<file path="config.mk">
export PLATFORM = sky130hd
export DESIGN_NAME = pong_frame_ctrl
export DESIGN_NICKNAME = d
export VERILOG_FILES = /design/src/rtl/pong_pkg.sv /design/src/rtl/pong_paddle_step.sv /design/src/rtl/pong_frame_ctrl.sv
export SDC_FILE = /design/constraint.sdc
export NUM_CORES = 1
export LEC_CHECK = 0
export BUFFER_PORTS_ARGS = -buffer_cell sky130_fd_sc_hd__buf_2
export CORE_AREA = 2 2 116 118
export CTS_CLUSTER_SIZE = 30
export DETAILED_ROUTE_END_ITERATION = 10
export DIE_AREA = 0 0 118 120
export GPL_TIMING_DRIVEN = 0
export HOLD_SLACK_MARGIN = 0.05
export PLACE_DENSITY = 0.82
export RECOVER_POWER = 100
export SYNTH_ARGS = -nofsm -noshare
export SYNTH_HDL_FRONTEND = slang
export SYNTH_SLANG_ARGS = --single-unit
</file>
<file path="constraint.sdc">
create_clock -name clk -period 3.05 [get_ports clk]
set_input_delay 0.1525 -clock clk [delete_from_list [all_inputs] [get_ports clk]]
set_output_delay 0.1525 -clock clk [all_outputs]
set_load 0.01 [all_outputs]
</file>
<file path="src/rtl/pong_pkg.sv">
// Shared pong geometry, FSM state encoding and direction type.
// The pixel generator imports the same geometry so sprite origins line up with game state.
package pong_pkg;

    localparam int SCR_W     = 640;
    localparam int SCR_H     = 480;
    localparam int PAD_W     = 10;
    localparam int PAD_H     = 128;
    localparam int P1_X      = 23;
    localparam int P2_X      = 607;
    localparam int PAD_STEP  = 4;
    localparam int BALL_SZ   = 8;
    localparam int BALL_STEP = 2;

    localparam logic [9:0] PAD_Y_MAX  = 10'(SCR_H - PAD_H);
    localparam logic [9:0] PAD_Y_RST  = 10'((SCR_H - PAD_H) / 2);
    localparam logic [9:0] BALL_X_RST = 10'((SCR_W - BALL_SZ) / 2);
    localparam logic [9:0] BALL_Y_RST = 10'((SCR_H - BALL_SZ) / 2);

    typedef enum logic [2:0] {
        ST_IDLE,
        ST_PADDLE,
        ST_BALL,
        ST_HIT,
        ST_COMMIT
    } state_t;

    typedef enum logic {
        DIR_POS = 1'b0,
        DIR_NEG = 1'b1
    } dir_t;

    function automatic logic [3:0] sat_inc4(input logic [3:0] v);
        return (v == 4'hF) ? v : v + 4'd1;
    endfunction

endpackage

</file>
<file path="src/rtl/pong_paddle_step.sv">
// Next paddle top y from current y and up/down buttons, clamped to the screen.
// Purely combinational; opposing or idle buttons hold the paddle.
module pong_paddle_step
    import pong_pkg::*;
(
    input  logic [9:0] y_i,
    input  logic       up_i,
    input  logic       dn_i,
    output logic [9:0] y_o
);

    always_comb begin
        y_o = y_i;
        if (up_i && !dn_i) begin
            y_o = (y_i >= 10'(PAD_STEP)) ? y_i - 10'(PAD_STEP) : 10'd0;
        end else if (dn_i && !up_i) begin
            y_o = (y_i >= PAD_Y_MAX - 10'(PAD_STEP)) ? PAD_Y_MAX : y_i + 10'(PAD_STEP);
        end
    end

endmodule

</file>
<file path="src/rtl/pong_frame_ctrl.sv">
// Per-frame pong sequencer: paddles, ball, collisions and scoring, then one atomic commit.
// Four cycles from an accepted frame_pulse to upd_done; pulses arriving while busy are dropped.
module pong_frame_ctrl
    import pong_pkg::*;
(
    input  logic       clk,
    input  logic       rst,
    input  logic       frame_pulse,
    input  logic       p1_up,
    input  logic       p1_dn,
    input  logic       p2_up,
    input  logic       p2_dn,
    input  logic       serve,
    output logic [9:0] p1_y,
    output logic [9:0] p2_y,
    output logic [9:0] ball_x,
    output logic [9:0] ball_y,
    output logic [3:0] score_p1,
    output logic [3:0] score_p2,
    output logic       busy,
    output logic       upd_done
);

    localparam logic signed [11:0] S_STEP    = 12'(BALL_STEP);
    localparam logic signed [11:0] S_BALL_SZ = 12'(BALL_SZ);
    localparam logic signed [11:0] S_PAD_H   = 12'(PAD_H);
    localparam logic signed [11:0] S_P1_X    = 12'(P1_X);
    localparam logic signed [11:0] S_P1_EDGE = 12'(P1_X + PAD_W);
    localparam logic signed [11:0] S_P2_X    = 12'(P2_X);
    localparam logic signed [11:0] S_P2_EDGE = 12'(P2_X + PAD_W);
    localparam logic signed [11:0] S_P2_SNAP = 12'(P2_X - BALL_SZ);
    localparam logic signed [11:0] S_X_MISS  = 12'(SCR_W - BALL_SZ);
    localparam logic signed [11:0] S_Y_MAX   = 12'(SCR_H - BALL_SZ);
    localparam logic signed [11:0] S_X_RST   = 12'(BALL_X_RST);
    localparam logic signed [11:0] S_Y_RST   = 12'(BALL_Y_RST);

    state_t             state_q, state_d;
    logic [9:0]         p1_q, p1_d, p2_q, p2_d, p1_nxt, p2_nxt;
    logic signed [11:0] bx_q, bx_d, by_q, by_d;
    logic signed [11:0] nx, ny, p1_s, p2_s;
    logic [3:0]         sc1_q, sc1_d, sc2_q, sc2_d;
    logic               serving_q, serving_d;
    dir_t               dx_q, dx_d, dy_q, dy_d;
    logic               ov1, ov2;

    logic [9:0]         p1_y_q, p2_y_q, ball_x_q, ball_y_q;
    logic [3:0]         score_p1_q, score_p2_q;

    pong_paddle_step u_step_p1 (.y_i(p1_q), .up_i(p1_up), .dn_i(p1_dn), .y_o(p1_nxt));
    pong_paddle_step u_step_p2 (.y_i(p2_q), .up_i(p2_up), .dn_i(p2_dn), .y_o(p2_nxt));

    always_ff @(posedge clk or posedge rst) begin
        if (rst) state_q <= ST_IDLE;
        else     state_q <= state_d;
    end

    always_comb begin
        state_d = state_q;
        case (state_q)
            ST_IDLE:   if (frame_pulse) state_d = ST_PADDLE;
            ST_PADDLE: state_d = ST_BALL;
            ST_BALL:   state_d = ST_HIT;
            ST_HIT:    state_d = ST_COMMIT;
            ST_COMMIT: state_d = ST_IDLE;
            default:   state_d = ST_IDLE;
        endcase
    end

    always_comb begin
        busy     = (state_q != ST_IDLE);
        upd_done = (state_q == ST_COMMIT);
    end

    // HIT sees the paddle positions written in PADDLE and the ball position written in BALL.
    assign p1_s = signed'({2'b00, p1_q});
    assign p2_s = signed'({2'b00, p2_q});
    assign ov1  = (by_q + S_BALL_SZ > p1_s) && (by_q < p1_s + S_PAD_H);
    assign ov2  = (by_q + S_BALL_SZ > p2_s) && (by_q < p2_s + S_PAD_H);
    assign nx   = bx_q + ((dx_q == DIR_NEG) ? -S_STEP : S_STEP);
    assign ny   = by_q + ((dy_q == DIR_NEG) ? -S_STEP : S_STEP);

    always_comb begin
        p1_d      = p1_q;
        p2_d      = p2_q;
        bx_d      = bx_q;
        by_d      = by_q;
        sc1_d     = sc1_q;
        sc2_d     = sc2_q;
        serving_d = serving_q;
        dx_d      = dx_q;
        dy_d      = dy_q;
        case (state_q)
            ST_PADDLE: begin
                p1_d = p1_nxt;
                p2_d = p2_nxt;
            end
            ST_BALL: begin
                if (serving_q) begin
                    if (serve) serving_d = 1'b0;
                end else begin
                    bx_d = nx;
                    by_d = ny;
                    // Landing exactly on a wall counts as touching it, so the bounce starts there.
                    if (ny <= 12'sd0) begin
                        by_d = 12'sd0;
                        dy_d = DIR_POS;
                    end else if (ny >= S_Y_MAX) begin
                        by_d = S_Y_MAX;
                        dy_d = DIR_NEG;
                    end
                end
            end
            ST_HIT: begin
                if (dx_q == DIR_NEG) begin
                    if (bx_q <= S_P1_EDGE && bx_q + S_BALL_SZ > S_P1_X && ov1) begin
                        bx_d = S_P1_EDGE;
                        dx_d = DIR_POS;
                    end else if (bx_q <= 12'sd0) begin
                        sc2_d     = sat_inc4(sc2_q);
                        bx_d      = S_X_RST;
                        by_d      = S_Y_RST;
                        serving_d = 1'b1;
                        dx_d      = DIR_POS;
                    end
                end else begin
                    if (bx_q + S_BALL_SZ >= S_P2_X && bx_q < S_P2_EDGE && ov2) begin
                        bx_d = S_P2_SNAP;
                        dx_d = DIR_NEG;
                    end else if (bx_q >= S_X_MISS) begin
                        sc1_d     = sat_inc4(sc1_q);
                        bx_d      = S_X_RST;
                        by_d      = S_Y_RST;
                        serving_d = 1'b1;
                        dx_d      = DIR_NEG;
                    end
                end
            end
            default: ;
        endcase
    end

    always_ff @(posedge clk or posedge rst) begin
        if (rst) begin
            p1_q      <= PAD_Y_RST;
            p2_q      <= PAD_Y_RST;
            bx_q      <= S_X_RST;
            by_q      <= S_Y_RST;
            sc1_q     <= 4'd0;
            sc2_q     <= 4'd0;
            serving_q <= 1'b1;
            dx_q      <= DIR_POS;
            dy_q      <= DIR_POS;
        end else begin
            p1_q      <= p1_d;
            p2_q      <= p2_d;
            bx_q      <= bx_d;
            by_q      <= by_d;
            sc1_q     <= sc1_d;
            sc2_q     <= sc2_d;
            serving_q <= serving_d;
            dx_q      <= dx_d;
            dy_q      <= dy_d;
        end
    end

    // Sprite origins move only here, inside vblank, so active video never sees a torn update.
    always_ff @(posedge clk or posedge rst) begin
        if (rst) begin
            p1_y_q     <= PAD_Y_RST;
            p2_y_q     <= PAD_Y_RST;
            ball_x_q   <= BALL_X_RST;
            ball_y_q   <= BALL_Y_RST;
            score_p1_q <= 4'd0;
            score_p2_q <= 4'd0;
        end else if (state_q == ST_COMMIT) begin
            p1_y_q     <= p1_q;
            p2_y_q     <= p2_q;
            ball_x_q   <= bx_q[9:0];
            ball_y_q   <= by_q[9:0];
            score_p1_q <= sc1_q;
            score_p2_q <= sc2_q;
        end
    end

    assign p1_y     = p1_y_q;
    assign p2_y     = p2_y_q;
    assign ball_x   = ball_x_q;
    assign ball_y   = ball_y_q;
    assign score_p1 = score_p1_q;
    assign score_p2 = score_p2_q;

endmodule

</file>
==> summary.md <==
| Metric | Value |
|---|---|
| Router iterations before antenna repair | 7 |
| Post-detail-place hpwl | approximately 12 mm |
| Layout area overhead | 17.14% |
| Hold Path Class | input pin to flop |
| # setup viols final | 25 |
| CP max FO | 5 |
| Number of global-route vias before repair | around 5900 |
| RSZ-0062 raised after global routing | yes |
| Number of buffers created by CTS | 9 |
| Asr flop ratio synth | 100.0% |
| CP cell instances | ha_4, and3_4, xor2_2, ha_1, buf_4, a221oi_2, o2bb2ai_2, a221oi_2, o311ai_2, nand4_1, o211a_4, buf_8, mux2_4 |
| RR Startpoint | by_q[3] |
| CTS tree | built |
| Root buffer selected by CTS | clkbuf_16 |
| EDFF count, synth | 0 |
| P per Cell Area | between 1000 and 1500 nW/um^2 |
| DR iter-0 viols | approximately 560 |
| Worst EP arrival | 3570 ps |
| Seq/Total Area, Yosys | between 30% and 40% |
| Synth top area cells | dfrtp_1 23%, ha_1 13%, dfstp_2 12% |
| Critical Path RT | about 3300 ps |
| Final worst setup slack | -272.4 ps |
| Max stage delay cell, worst path | dfstp_2 |
| Worst slew pin tran | roughly 1400 ps |
| Syn Std Cell Area | 6955 sq um |
| Layout Utilization | a little over three fifths |
| Rows | 42 |
| Gpl congestion | just over 0.9 |
| Syn avg cell area | roughly 9.7 sq um |
| CP startpoint kind | flop |
| Synth area leader | dfrtp_1 |
| Period utilization | 108.9% |
| Synth warn | 0 |
| DIE AREA | roughly 14000 sq um |
| Top-area cell type share of the netlist area | a little under a quarter |
| Clk buf depth | 2 |
| Min Tclk post-route | 3322 ps |
| Pin count of the biggest net entering global routing | 65 |
| Fin nets | around 900 |
| Vias per cell | around 6 |
| FMAX | about 300 MHz |
| Antenna Violating Nets Remaining | 0 |
| Port Buf Inserts | 52 |
| DIE WIDTH | 118 um |
| Ys flop type | dfrtp_1 |
| Critical Path Most Common Cell | a221oi_2 |
| Status | finished with violations |
| Gr usage total | 24.68% |
| H-tree levels | 3 |
| Worst Setup SP | by_q[3] |
| Residual DRC | 0 |
| Crit Path Class | flop to flop |
| Worst-path clk slew | around 70 ps |
| Hold_ws | about 63 ps |
| Flops & latches, synth | 96 |
| # clock sinks | 96 |
| Peak VDD IR | between 0.5 and 0.6 mV |
| Worst path max stage delay | roughly 600 ps |
| Starting Density | between 50% and 60% |
| Initial antenna violation count | 0 |
| Leakage Power | about 0.0036 uW |
| Slew Limit Fails | 0 |
| Worst Hold Path Cells | 3 |
| Slew headroom | a little under 8% |
| Layout cells sized above 1 | 23.80% |
| GRT overflow | 0 |
| Yosys cell types | 76 |
| DR WL/cell | 17.40 um |
| Die Ht | 120 um |
| Worst Clk Skew | ~9.7 ps |
| Clk_lat worst skew | between 300 and 400 ps |
| # IOs | 58 |
| Via count | a little under 6000 |
| First-pass GRT wire length | about 28 mm |
| Max_cap viols | 0 |
| Final Hold Viols | 0 |
| Setup tns final | -4366 ps |
| WL final | around 17 mm |
| Hold Startpoint | frame_pulse |
| R2r worst-path depth | 13 |
| Core Region | about 13000 sq um |
| Diodes inserted | 0 |
| Failing checks | negative setup slack |
| Critical Path End Type | flop |
| Syn Inst Count | between 700 and 800 |
## through the flow
stage	cells	total power (uW)	setup WS (ps)	area, sq um
floorplan	719	5870	2.697	6988
global placement	947	6927	-650.8	7468
detailed placement	948	7059	-585.2	7498
CTS	989	8754	-163.4	8137
global route	991	9689	-381.1	8148
finish	991	9061	-272.4	8148
## what timing repair did
action | CTS | global route
gates resized for setup | 20 | 20
endpoints found under the hold margin | 19 | 0
endpoints found under the setup margin | 26 | 28
gates cloned | 1 | 0
hold buffers | 1 | 0
buffers inserted | 24 | 3
pin swaps | 17 | 9
## path summary, 6_finish.rpt
check	end	slack, ps
worst max register to register	bx_q[6]	-270
worst min register to register	sc2_q[3]	500
min in group asynchronous	ball_y[1]	630
max in group asynchronous	dy_q	890
worst max-delay path	bx_q[6]	-270
worst min-delay path	state_q[0]	60
## registers in the layout, indices dropped and copies added (netlist names), 8 cells and up
signal / cells
bx_q: 12
by_q: 11
ball_x: 10
ball_y: 9
p1_q: 8
p1_y: 8
p2_q: 8
p2_y: 8
## where the power goes
part	total (uW)	leakage (uW)	switching, uW	internal [uW]
sequential	2330	0.00114	489	1840
combinational	5510	0.00233	3030	2480
clock	1220	0.000154	557	662
## cell families (layout without fill, tap and decap cells)
family	after synthesis	count (layout)	share of synthesized area, %
AO/OA/AOI/OAI	187	187	18.49
XOR/XNOR	41	41	5.163
adder cells (fa/ha/maj)	72	72	13.17
buffers and inverters	75	171	4.749
flip-flops	96	96	35.13
multiplexers	61	61	9.840
other	1	5	0.05391
AND/OR/NAND/NOR	182	182	13.40
## cell usage in the layout (no fill, tap or decap), types with 9 or more instances in the layout
cell        n
buf_4      28
nand4_1    16
nand2_1    28
mux2_4     10
dfstp_2    32
o21a_1     14
nor3_1     13
ha_1       68
nor2_1     46
or3_1       9
dfrtp_1    61
xnor2_1    24
nand2b_1    9
a21oi_1    36
clkbuf_16   9
nand3_1    24
clkbuf_1   61
inv_1      41
buf_2      12
mux2_2     43
xor2_1     14
o21ai_0    40
a21o_1     14
## cells in the mapped netlist (all sizes together) (7+ instances only)
library cell,count
a21o,14
a21oi,38
a31oi,8
and3,7
buf,19
clkbuf,13
dfrtp,63
dfstp,33
ha,70
inv,42
mux2,56
nand2,28
nand2b,9
nand3,27
nand4,16
nor2,46
nor3,15
o211ai,7
o21a,14
o21ai,42
or3,9
xnor2,26
xor2,15
## metal layers
layer	wire, um	global-route usage (%)	share of wire (%)	vias up
li1	-	-	-	2807
met3	906	5.133	5.3	54
met5	0	0	0	-
met4	579	10.47	3.4	0
met1	7328	29.93	43	2887
met2	8424	42.66	49	220
## area by class of cell
type	instances	area (sq um)
multi-input combinational	548	4372
buffer	30	163.9
tap	176	220.2
timing repair buffer	82	459.2
clock buffer	9	225.2
inverter	43	162.7
fill	1020	4832
sequential	96	2446
clock inverter	7	98.84
## worst max-delay path, delay by kind of cell (launching register included)
| kind | cells | cell delay [ps] |
|---|---|---|
| compound gates | 5 | 930 |
| fa+ha+maj | 2 | 460 |
| simple gates | 2 | 460 |
| mux | 1 | 290 |
| buf+inv | 2 | 290 |
| flops | 1 | 600 |
| xor+xnor | 1 | 180 |
Power figures use the tool's default switching activity.
